==> src/rtl/pcie_cpld_gen_pkg.sv <==
// Shared PCIe packet definitions: completion status codes, TLP type constants,
// the 3-DW completion header layout and the completion generator FSM states.
package pcie_cpld_gen_pkg;

  typedef enum logic [2:0] {
    CPL_SC = 3'b000,
    CPL_UR = 3'b001,
    CPL_CA = 3'b100
  } cpl_status_e;

  localparam logic [4:0] CPL_TYPE = 5'b01010;
  localparam logic [2:0] FMT_CPL  = 3'b000;
  localparam logic [2:0] FMT_CPLD = 3'b010;

  // Field order is MSB first, so DW2 leads and DW0 lands in bits [31:0]
  typedef struct packed {
    logic [15:0] req_id;
    logic [7:0]  tag;
    logic        rsvd_dw2;
    logic [6:0]  lo_addr;
    logic [15:0] cpl_id;
    cpl_status_e status;
    logic        bcm;
    logic [11:0] byte_count;
    logic [2:0]  fmt;
    logic [4:0]  tlp_type;
    logic        rsvd_dw0a;
    logic [2:0]  tc;
    logic        rsvd_dw0b;
    logic        attr_hi;
    logic        rsvd_dw0c;
    logic        th;
    logic        td;
    logic        ep;
    logic [1:0]  attr_lo;
    logic [1:0]  at;
    logic [9:0]  length;
  } cpl_hdr_t;

  typedef enum logic [1:0] {
    IDLE,
    RD_ISSUE,
    RD_WAIT,
    TX
  } cpl_state_e;

endpackage

==> src/rtl/pcie_cpld_gen_be_decode.sv <==
// First-DW byte-enable decoder: yields the completion byte count and the two
// low bits of the lower address for a single-DW read.
module pcie_be_decode (
  input  logic [3:0] first_be,
  output logic [2:0] byte_count,
  output logic [1:0] lo_addr_lsb
);

  always_comb begin
    byte_count = 3'd1;
    casez (first_be)
      4'b1??1:                     byte_count = 3'd4;
      4'b01?1, 4'b1?10:            byte_count = 3'd3;
      4'b0011, 4'b0110, 4'b1100:   byte_count = 3'd2;
      default:                     byte_count = 3'd1;
    endcase
  end

  always_comb begin
    lo_addr_lsb = 2'b00;
    casez (first_be)
      4'b???1, 4'b0000: lo_addr_lsb = 2'b00;
      4'b??10:          lo_addr_lsb = 2'b01;
      4'b?100:          lo_addr_lsb = 2'b10;
      4'b1000:          lo_addr_lsb = 2'b11;
      default:          lo_addr_lsb = 2'b00;
    endcase
  end

endmodule

==> src/rtl/pcie_cpld_gen.sv <==
// Single-DW MRd completer: reads one DW over a pipelined read master and returns a
// one-beat CplD, or a UR Cpl for multi-DW requests. Define PCIE_CPLD_GEN_TIMEOUT_EN for a CA read timeout.
module pcie_cpld_gen
  import pcie_cpld_gen_pkg::*;
#(
  parameter int BAR_ADDR_W     = 12,
  parameter int TIMEOUT_CYCLES = 256
) (
  input  logic                  clock,
  input  logic                  reset_n,
  input  logic                  req_valid,
  output logic                  req_ready,
  input  logic [BAR_ADDR_W-1:0] req_addr,
  input  logic [9:0]            req_len,
  input  logic [3:0]            req_first_be,
  input  logic [15:0]           req_req_id,
  input  logic [7:0]            req_tag,
  input  logic [2:0]            req_tc,
  input  logic [2:0]            req_attr,
  input  logic [15:0]           cpl_id,
  output logic [BAR_ADDR_W-3:0] rd_address,
  output logic                  rd_read,
  input  logic                  rd_waitrequest,
  input  logic                  rd_readdatavalid,
  input  logic [31:0]           rd_readdata,
  output logic [255:0]          tx_data,
  output logic                  tx_valid,
  output logic                  tx_sop,
  output logic                  tx_eop,
  input  logic                  tx_ready,
  output logic [7:0]            stat_err_cnt
);

  cpl_state_e  state;
  logic [4:0]  l_addr_lo;
  logic [3:0]  l_be;
  logic [15:0] l_req_id;
  logic [7:0]  l_tag;
  logic [2:0]  l_tc;
  logic [2:0]  l_attr;
  logic        pending_err;

  logic        accept;
  logic        timeout_hit;
  logic [4:0]  src_addr_lo;
  logic [3:0]  src_be;
  logic [15:0] src_req_id;
  logic [7:0]  src_tag;
  logic [2:0]  src_tc;
  logic [2:0]  src_attr;
  logic [2:0]  be_bc;
  logic [1:0]  be_lo;
  cpl_status_e cur_status;
  cpl_hdr_t    hdr;
  logic [255:0] next_tx_data;
  logic        unused_addr_bits;

  assign unused_addr_bits = &{1'b0, req_addr[1:0]};
  assign accept = req_valid && req_ready;

  // The UR path builds its TLP in the accept cycle, before the fields are latched
  assign src_addr_lo = (state == IDLE) ? req_addr[6:2]  : l_addr_lo;
  assign src_be      = (state == IDLE) ? req_first_be   : l_be;
  assign src_req_id  = (state == IDLE) ? req_req_id     : l_req_id;
  assign src_tag     = (state == IDLE) ? req_tag        : l_tag;
  assign src_tc      = (state == IDLE) ? req_tc         : l_tc;
  assign src_attr    = (state == IDLE) ? req_attr       : l_attr;

  pcie_be_decode u_be_decode (
    .first_be    (src_be),
    .byte_count  (be_bc),
    .lo_addr_lsb (be_lo)
  );

`ifdef PCIE_CPLD_GEN_TIMEOUT_EN
  localparam int TMO_W = (TIMEOUT_CYCLES > 1) ? $clog2(TIMEOUT_CYCLES) : 1;
  logic [TMO_W-1:0] tmo_cnt;

  always_ff @(posedge clock) begin
    if (!reset_n)
      tmo_cnt <= '0;
    else if (state == RD_ISSUE || state == RD_WAIT)
      tmo_cnt <= tmo_cnt + 1'b1;
    else
      tmo_cnt <= '0;
  end

  assign timeout_hit = (state == RD_ISSUE || state == RD_WAIT) &&
                       (tmo_cnt == TMO_W'(TIMEOUT_CYCLES - 1));
`else
  assign timeout_hit = 1'b0;
`endif

  always_comb begin
    cur_status = CPL_CA;
    if (state == IDLE)
      cur_status = CPL_UR;
    else if (state == RD_WAIT && rd_readdatavalid)
      cur_status = CPL_SC;
  end

  always_comb begin
    hdr            = '0;
    hdr.fmt        = (cur_status == CPL_SC) ? FMT_CPLD : FMT_CPL;
    hdr.tlp_type   = CPL_TYPE;
    hdr.tc         = src_tc;
    hdr.attr_hi    = src_attr[2];
    hdr.attr_lo    = src_attr[1:0];
    hdr.length     = (cur_status == CPL_SC) ? 10'd1 : 10'd0;
    hdr.cpl_id     = cpl_id;
    hdr.status     = cur_status;
    hdr.bcm        = 1'b0;
    hdr.byte_count = (cur_status == CPL_UR) ? 12'd4 : {9'd0, be_bc};
    hdr.req_id     = src_req_id;
    hdr.tag        = src_tag;
    hdr.lo_addr    = {src_addr_lo, be_lo};
    next_tx_data        = '0;
    next_tx_data[95:0]  = hdr;
    if (cur_status == CPL_SC) begin
      if (src_addr_lo[0])
        next_tx_data[127:96]  = rd_readdata;
      else
        next_tx_data[159:128] = rd_readdata;
    end
  end

  always_ff @(posedge clock) begin
    if (!reset_n) begin
      state        <= IDLE;
      req_ready    <= 1'b0;
      rd_read      <= 1'b0;
      rd_address   <= '0;
      tx_valid     <= 1'b0;
      tx_sop       <= 1'b0;
      tx_eop       <= 1'b0;
      tx_data      <= '0;
      stat_err_cnt <= '0;
      pending_err  <= 1'b0;
      l_addr_lo    <= '0;
      l_be         <= '0;
      l_req_id     <= '0;
      l_tag        <= '0;
      l_tc         <= '0;
      l_attr       <= '0;
    end else begin
      case (state)
        IDLE: begin
          req_ready <= 1'b1;
          if (accept) begin
            req_ready <= 1'b0;
            l_addr_lo <= req_addr[6:2];
            l_be      <= req_first_be;
            l_req_id  <= req_req_id;
            l_tag     <= req_tag;
            l_tc      <= req_tc;
            l_attr    <= req_attr;
            if (req_len == 10'd1) begin
              state      <= RD_ISSUE;
              rd_read    <= 1'b1;
              rd_address <= req_addr[BAR_ADDR_W-1:2];
            end else begin
              state       <= TX;
              tx_valid    <= 1'b1;
              tx_sop      <= 1'b1;
              tx_eop      <= 1'b1;
              tx_data     <= next_tx_data;
              pending_err <= 1'b1;
            end
          end
        end
        RD_ISSUE: begin
          if (!rd_waitrequest) begin
            rd_read <= 1'b0;
            state   <= RD_WAIT;
          end
          if (timeout_hit) begin
            rd_read     <= 1'b0;
            state       <= TX;
            tx_valid    <= 1'b1;
            tx_sop      <= 1'b1;
            tx_eop      <= 1'b1;
            tx_data     <= next_tx_data;
            pending_err <= 1'b1;
          end
        end
        RD_WAIT: begin
          if (rd_readdatavalid || timeout_hit) begin
            state       <= TX;
            tx_valid    <= 1'b1;
            tx_sop      <= 1'b1;
            tx_eop      <= 1'b1;
            tx_data     <= next_tx_data;
            pending_err <= (cur_status != CPL_SC);
          end
        end
        TX: begin
          if (tx_ready) begin
            state     <= IDLE;
            req_ready <= 1'b1;
            tx_valid  <= 1'b0;
            tx_sop    <= 1'b0;
            tx_eop    <= 1'b0;
            tx_data   <= '0;
            if (pending_err && stat_err_cnt != 8'hFF)
              stat_err_cnt <= stat_err_cnt + 8'd1;
          end
        end
        default: state <= IDLE;
      endcase
    end
  end

endmodule
==> config.mk <==
export PLATFORM = sky130hd
export DESIGN_NAME = pcie_cpld_gen
export DESIGN_NICKNAME = d
export VERILOG_FILES = /design/src/rtl/pcie_cpld_gen_pkg.sv /design/src/rtl/pcie_cpld_gen_be_decode.sv /design/src/rtl/pcie_cpld_gen.sv
export SDC_FILE = /design/constraint.sdc
export NUM_CORES = 1
export LEC_CHECK = 0
export BUFFER_PORTS_ARGS = -buffer_cell sky130_fd_sc_hd__clkbuf_2
export CAP_MARGIN = 20
export CORE_MARGIN = 5
export CORE_UTILIZATION = 25
export CTS_CLUSTER_SIZE = 20
export DETAILED_ROUTE_END_ITERATION = 12
export RECOVER_POWER = 25
export SLEW_MARGIN = 25
export SYNTH_ARGS = -nofsm -noshare
export SYNTH_HDL_FRONTEND = slang
export SYNTH_HIERARCHICAL = 1
export SYNTH_SLANG_ARGS = --single-unit
export TNS_END_PERCENT = 30
==> constraint.sdc <==
create_clock -name clock -period 2.2 [get_ports clock]
set_clock_uncertainty 0.2 [all_clocks]
set_input_delay 0.11 -clock clock [delete_from_list [all_inputs] [get_ports clock]]
set_output_delay 0.11 -clock clock [all_outputs]
set_load 0.02 [all_outputs]
==> results of run 1 <==
-- final cells by class --
class | instances | area [µm²]
clock inverters | 10 | 131
fillers | 3690 | 23600
well taps | 461 | 577
clock buffers | 22 | 484
multi-input cells | 776 | 4560
flip-flops and latches | 186 | 3730
repair buffers | 389 | 2680
inverters | 6 | 22.5
-- critical path, delay by kind of cell (launching register included) --
| family | cells | cell delay (ns) |
|---|---|---|
| DFF | 1 | 0.33 |
| AOI/OAI and AO/OA | 1 | 0.24 |
| and+or+nand+nor | 2 | 0.43 |
| buffers and inverters | 3 | 0.52 |
| adders and majority gates | 1 | 0.28 |
-- path summary, 6_finish.rpt --
check / slack (ns) / startpoint / to / cells past startpoint
hold / removal: 0.14 / req_valid / rd_read$_SDFFE_PN0P_ / 5
hold reg to reg: 0.25 / l_req_id[2]$_SDFFE_PN0P_ / l_req_id[2]$_SDFFE_PN0P_ / 2
setup / recovery: 0.12 / state[0]$_SDFFE_PN0P_ / tx_data[27]$_SDFFE_PN0P_ / 7
setup reg to reg: 0.12 / state[0]$_SDFFE_PN0P_ / tx_data[27]$_SDFFE_PN0P_ / 7
-- kinds of logic after synthesis --
group / Yosys count / synth area share [%]
flip-flops: 186 / 40.9
buffers and inverters: 214 / 15.2
XOR/XNOR: 1 / 0.0963
multiplexers: 162 / 18.4
other: 1 / 0.0412
adder cells (fa/ha/maj): 5 / 0.688
AND/OR/NAND/NOR: 400 / 19.5
AO/OA/AOI/OAI: 77 / 5.15
-- power by group through the flow --
stage          Clock, mW  Combinational, mW  Sequential, mW
3_3_place_gp           0               4.91            4.25
6_report            3.27               5.67            4.19
4_1_cts             3.39               5.16            4.19
5_1_grt             3.53               6.03            4.26
3_5_place_dp           0               4.96            4.26
2_1_floorplan          0               3.36            4.70
-- repair_timing --
action	CTS	global route
gates resized for setup	3	18
hold buffers	98	0
endpoints found under the setup margin	39	128
gates cloned	0	5
buffers inserted	0	2
endpoints found under the hold margin	175	0
pin swaps	0	5
-- flip-flops by register name, summed over array words and instances, names as in the netlist --
name	count
tx_data	124
l_attr	3
rd_read	1
stat_err_cnt	8
state	2
l_addr_lo	5
l_tc	3
l_req_id	16
req_ready	1
l_tag	8
pending_err	1
rd_address	10
l_be	4
-- stage by stage --
stage	setup slack (ns)	cell area [µm²]	std cells	TNS [ns]	power (mW)
CTS	-0.00611	12100	1843	-0.0191	12.7
floorplan	0.00828	9600	1175	0	8.06
finish	0.118	12200	1850	0	13.1
global placement	-0.0219	10500	1713	-0.310	9.17
global route	0.0112	12200	1850	0	13.8
detailed placement	-0.110	10500	1713	-2.01	9.22
-- placed cells by master (no fill, tap or decap), types with 3 or more instances in the layout --
| cell | synthesis | final |
|---|---|---|
| mux2i_1 | 123 | 123 |
| clkbuf_8 | 0 | 4 |
| a21oi_1 | 42 | 42 |
| nand2_1 | 257 | 256 |
| buf_12 | 0 | 11 |
| mux2_2 | 39 | 38 |
| a211oi_1 | 3 | 3 |
| nor3_1 | 5 | 5 |
| clkbuf_1 | 48 | 84 |
| o21ai_0 | 11 | 11 |
| dlygate4sd3_1 | 0 | 98 |
| dfxtp_1 | 186 | 184 |
| buf_4 | 136 | 17 |
| o31ai_1 | 4 | 4 |
| nor2_1 | 13 | 12 |
| nand4_1 | 3 | 3 |
| clkbuf_16 | 0 | 21 |
| nand3_1 | 83 | 82 |
| nand3b_1 | 18 | 18 |
| conb_1 | 1 | 130 |
| clkinv_4 | 0 | 4 |
| clkbuf_2 | 0 | 172 |
| inv_1 | 5 | 5 |
-- per-layer routing --
layer	vias to the layer above	global-route usage, %	share of wire, %
li1	3901	-	-
met1	3712	15.0	43
met2	261	23.1	50
met3	22	3.84	5.9
met4	4	3.44	1.2
met5	-	0	0.089
==> impl_metrics.env, run 1 <==
export IMPL_status="finished, final reports clean"
export IMPL_hold_path_class="in2reg"
export IMPL_slowest_delay_ns=0.33
export IMPL_vias_per_cell=4.27
export IMPL_synth_commonest_cells="257 x nand2_1, 186 x dfxtp_1, 136 x buf_4"
export IMPL_synth_top_cell_area_share_pct=40.9
export IMPL_worstPathMaxFanout=6
export IMPL_syn_inst=1046
export IMPL_rsz0062_at_grt="no"
export IMPL_vias=7900
export IMPL_numClockSinks=186
export IMPL_p_int_mw=8.16
export IMPL_grt_pass1_vias=7784
export IMPL_io_pins=389
export IMPL_irDropWorstVdd_mv=0.543
export IMPL_die_h_um=201
export IMPL_seq_area_frac_synth_pct=40.9
export IMPL_die_area_um2=40300
export IMPL_cts_tree="built"
export IMPL_numPortBuffers=256
export IMPL_hpwl_um=18800
export IMPL_grt_max_degree=55
export IMPL_pwr_share_clk_pct=24.9
export IMPL_synth_edf_count=0
export IMPL_cp_data_arrival_time_ns=2.22
export IMPL_slew_violations=0
export IMPL_track_usage_pct=12.9
export IMPL_worst_slew_pin_slew_ns=0.661
export IMPL_firstDrtPassIters=5
export IMPL_syn_area_um2=9090
export IMPL_criticalPathCategory="reg2reg"
export IMPL_power_leakage_nw=5.33
export IMPL_powerDensity_nw_per_um2=1080
export IMPL_initial_utilization_pct=25.4
export IMPL_swShare_pct=37.8
export IMPL_synthDistinctLibCells=50
export IMPL_grt_ovfl_total=0
export IMPL_start_kind="register"
export IMPL_drt_wl_total_um=28100
export IMPL_cts_buffer_depth=2
export IMPL_final_core_util_pct=34.1
export IMPL_yosys_area_top_type="dfxtp_1"
export IMPL_synthFlopType="dfxtp_1"
export IMPL_cp_cell_sequence="buf_4 > ha_1 > nor4_4 > buf_6 > nand2_8 > buf_4 > a31o_2"
export IMPL_dr_first_iter_drc_count=304
export IMPL_crit_path_end_kind="register"
export IMPL_die_width_um=201
export IMPL_synth_most_common_cell="nand2_1"
export IMPL_fmax_ghz=0.480
export IMPL_coreArea_um2=35700
export IMPL_n_antenna_cell=0
export IMPL_cts_buffers=17
export IMPL_clk_pin_slew_worst_paths_ns=0.08
export IMPL_wl_per_cell_um=15.2
export IMPL_clk_latency_ns=0.43
export IMPL_drv_cap=0
export IMPL_async_reset_ff_share_pct=0
export IMPL_detail_route_antenna_nets=0
export IMPL_nNetsFinal=1491
export IMPL_num_rows=69
export IMPL_power_frac_seq_pct=31.9
export IMPL_antenna_found_initial=2
export IMPL_cp_common_cell="buf_4"
export IMPL_maxSlewHeadroom_pct=55.5
export IMPL_cp_slowest_cell="dfxtp_2"
export IMPL_final_layout_size_suffix_gt1_share_pct=21.7
export IMPL_crit_required_ns=2.34
export IMPL_fin_hold_ws_ns=0.140
export IMPL_min_period_over_period_pct=94.6
export IMPL_hold_viol_final=0
export IMPL_area_growth_syn_to_layout_pct=33.9
export IMPL_switchingPower_mw=4.97
export IMPL_ys_top_cells_by_area="dfxtp_1 41%, mux2i_1 14%, buf_4 11%, nand2_1 11%, mux2_2 4.8%"
export IMPL_fin_crit_ns=2.08
export IMPL_ys_warn_count=6
export IMPL_avgSynthCellArea_um2=8.70
export IMPL_place_gp_congestion=0.792
export IMPL_combPwrFrac_pct=43.2
export IMPL_ys_ff_latch=186
export IMPL_h_tree_depth=4
export IMPL_drc_errors=0
export IMPL_setup_viol=0
export IMPL_grt_pass1_wl_um=42300
export IMPL_cts_root_buf="clkbuf_16"
Note: power is estimated with default switching activity, not from simulation.
==> inputs of run 2 (changes only) <==
==> constraint.sdc (replaced) <==
create_clock -name clock -period 2.2 [get_ports clock]
set_clock_uncertainty 0.2 [all_clocks]
set_input_delay 0.11 -clock clock [delete_from_list [all_inputs] [get_ports clock]]
set_output_delay 0.11 -clock clock [all_outputs]
set_load 0.01 [all_outputs]
==> impl_metrics.env, run 2 (synthesized netlist as in run 1, its figures left out) <==
export IMPL_status="finished, final reports clean"
export IMPL_powerDensity_nw_per_um2=1040
export IMPL_slew_violations=0
export IMPL_firstDrtPassIters=6
export IMPL_cp_slowest_cell="dfxtp_2"
export IMPL_combPwrFrac_pct=41.2
export IMPL_grt_pass1_wl_um=42300
export IMPL_cts_buffers=17
export IMPL_numPortBuffers=256
export IMPL_initial_utilization_pct=25.4
export IMPL_cp_data_arrival_time_ns=2.22
export IMPL_numClockSinks=186
export IMPL_vias_per_cell=4.28
export IMPL_coreArea_um2=35700
export IMPL_detail_route_antenna_nets=0
export IMPL_cts_tree="built"
export IMPL_pre_cts_ws_ns=-0.110
export IMPL_grt_ovfl_total=0
export IMPL_power_frac_seq_pct=33.0
export IMPL_fmax_ghz=0.480
export IMPL_antenna_found_initial=2
export IMPL_maxSlewHeadroom_pct=55.5
export IMPL_drt_wl_total_um=28200
export IMPL_nNetsFinal=1491
export IMPL_h_tree_depth=4
export IMPL_clk_latency_ns=0.43
export IMPL_hold_viol_final=0
export IMPL_die_h_um=201
export IMPL_met2_length_um=14100
export IMPL_met3_length_um=1690
export IMPL_n_antenna_cell=0
export IMPL_crit_required_ns=2.33
export IMPL_final_cell_mix="256 x nand2_1, 184 x dfxtp_1, 172 x clkbuf_2, 130 x conb_1, 123 x mux2i_1"
export IMPL_slowest_delay_ns=0.33
export IMPL_worstPathMaxFanout=6
export IMPL_worst_slew_pin_slew_ns=0.661
export IMPL_grt_pass1_vias=7784
export IMPL_cts_root_buf="clkbuf_16"
export IMPL_holdPathStages=5
export IMPL_crit_path_end_kind="register"
export IMPL_grt_max_degree=55
export IMPL_fill_cells=3690
export IMPL_final_core_util_pct=34.1
export IMPL_drv_cap=0
export IMPL_worstRegToRegCells=7
export IMPL_pwr_share_clk_pct=25.8
export IMPL_hold_path_class="in2reg"
export IMPL_wl_per_cell_um=15.2
export IMPL_cts_buffer_depth=2
export IMPL_drc_errors=0
export IMPL_reg_top3="tx_data: 124 flops, l_req_id: 16 flops, rd_address: 10 flops"
export IMPL_switchingPower_mw=4.55
export IMPL_area_growth_syn_to_layout_pct=33.9
export IMPL_dr_first_iter_drc_count=309
export IMPL_io_pins=389
export IMPL_regMostFlops="tx_data"
export IMPL_criticalPathCategory="reg2reg"
export IMPL_power_leakage_nw=5.33
export IMPL_num_rows=69
export IMPL_die_width_um=201
export IMPL_min_period_over_period_pct=94.7
export IMPL_fin_crit_ns=2.08
export IMPL_fin_ws_ns=0.116
export IMPL_r2r_slack_ns=0.12
export IMPL_start_kind="register"
export IMPL_final_layout_size_suffix_gt1_share_pct=21.7
export IMPL_cp_common_cell="buf_4"
export IMPL_top_layer="met5"
export IMPL_met1_length_um=12000
export IMPL_hpwl_um=18800
export IMPL_clk_pin_slew_worst_paths_ns=0.08
export IMPL_rsz0062_at_grt="no"
export IMPL_place_gp_congestion=0.792
export IMPL_final_common_cell="nand2_1"
export IMPL_irDropWorstVdd_mv=0.543
export IMPL_vias=7917
export IMPL_cp_cell_sequence="buf_4 > ha_1 > nor4_4 > buf_6 > nand2_8 > buf_4 > a31o_2"
export IMPL_swShare_pct=35.8
export IMPL_die_area_um2=40300
export IMPL_largest_reg_flops=124
export IMPL_track_usage_pct=12.9
export IMPL_p_int_mw=8.16
export IMPL_setup_viol=0
-- run 2: cell counts in the layout (fill, tap and decap cells not counted) --
No cell type changed its count.
-- run 2: final cells by class --
class                      count  area, µm²  area share (%)
sequential                   186       3730            30.6
clock inverter                10        131            1.08
tap                          461        577            4.74
multi-input combinational    776       4560            37.4
clock buffer                  22        484            3.98
timing repair buffer         389       2680            22.0
inverter                       6       22.5           0.185
-- run 2: final timing paths --
kind                                                 end                      from
worst max-delay path            tx_data[27]$_SDFFE_PN0P_     state[0]$_SDFFE_PN0P_
worst min-delay path                rd_read$_SDFFE_PN0P_                 req_valid
worst max register to register  tx_data[27]$_SDFFE_PN0P_     state[0]$_SDFFE_PN0P_
worst min register to register  l_req_id[2]$_SDFFE_PN0P_  l_req_id[2]$_SDFFE_PN0P_
-- run 2: critical path: cells and delay by family (launching register included) --
family                   cells  cell delay (ns)
AO/OA/AOI/OAI                1             0.24
adder cells (fa/ha/maj)      1             0.28
buffers and inverters        3             0.52
AND/OR/NAND/NOR              2             0.43
flip-flops                   1             0.33
-- run 2: timing repair --
action / CTS / global route
gates cloned: 0 / 5
setup endpoints to repair: 39 / 128
pin swaps: 0 / 5
gates resized for setup: 3 / 18
setup buffers: 0 / 2
hold buffers: 98 / 0
hold endpoints to repair: 175 / 0
-- run 2: power groups by stage --
stage	clock network (mW)	logic, mW	registers [mW]
floorplan	0	3.24	4.39
global placement	0	4.49	4.25
detailed placement	0	4.54	4.26
CTS	3.39	4.73	4.19
global route	3.53	5.61	4.26
finish	3.28	5.24	4.19
-- run 2: stage by stage --
step / setup TNS, ns / power (mW) / hold slack, ns / area [µm²] / std cells
finish: 0 / 12.7 / 0.140 / 12200 / 1850
global route: 0 / 13.4 / 0.140 / 12200 / 1850
CTS: -0.0191 / 12.3 / 0.0850 / 12100 / 1843
detailed placement: -2.01 / 8.79 / 0.139 / 10500 / 1713
global placement: -0.310 / 8.75 / 0.130 / 10500 / 1713
floorplan: 0 / 7.63 / 0.0404 / 9600 / 1175
-- run 2: routing by layer --
| layer | up-vias | global-route usage (%) |
|---|---|---|
| met2 | 268 | 23.1 |
| met5 | - | 0 |
| met1 | 3722 | 15.0 |
| li1 | 3901 | - |
| met4 | 4 | 3.44 |
| met3 | 22 | 3.84 |
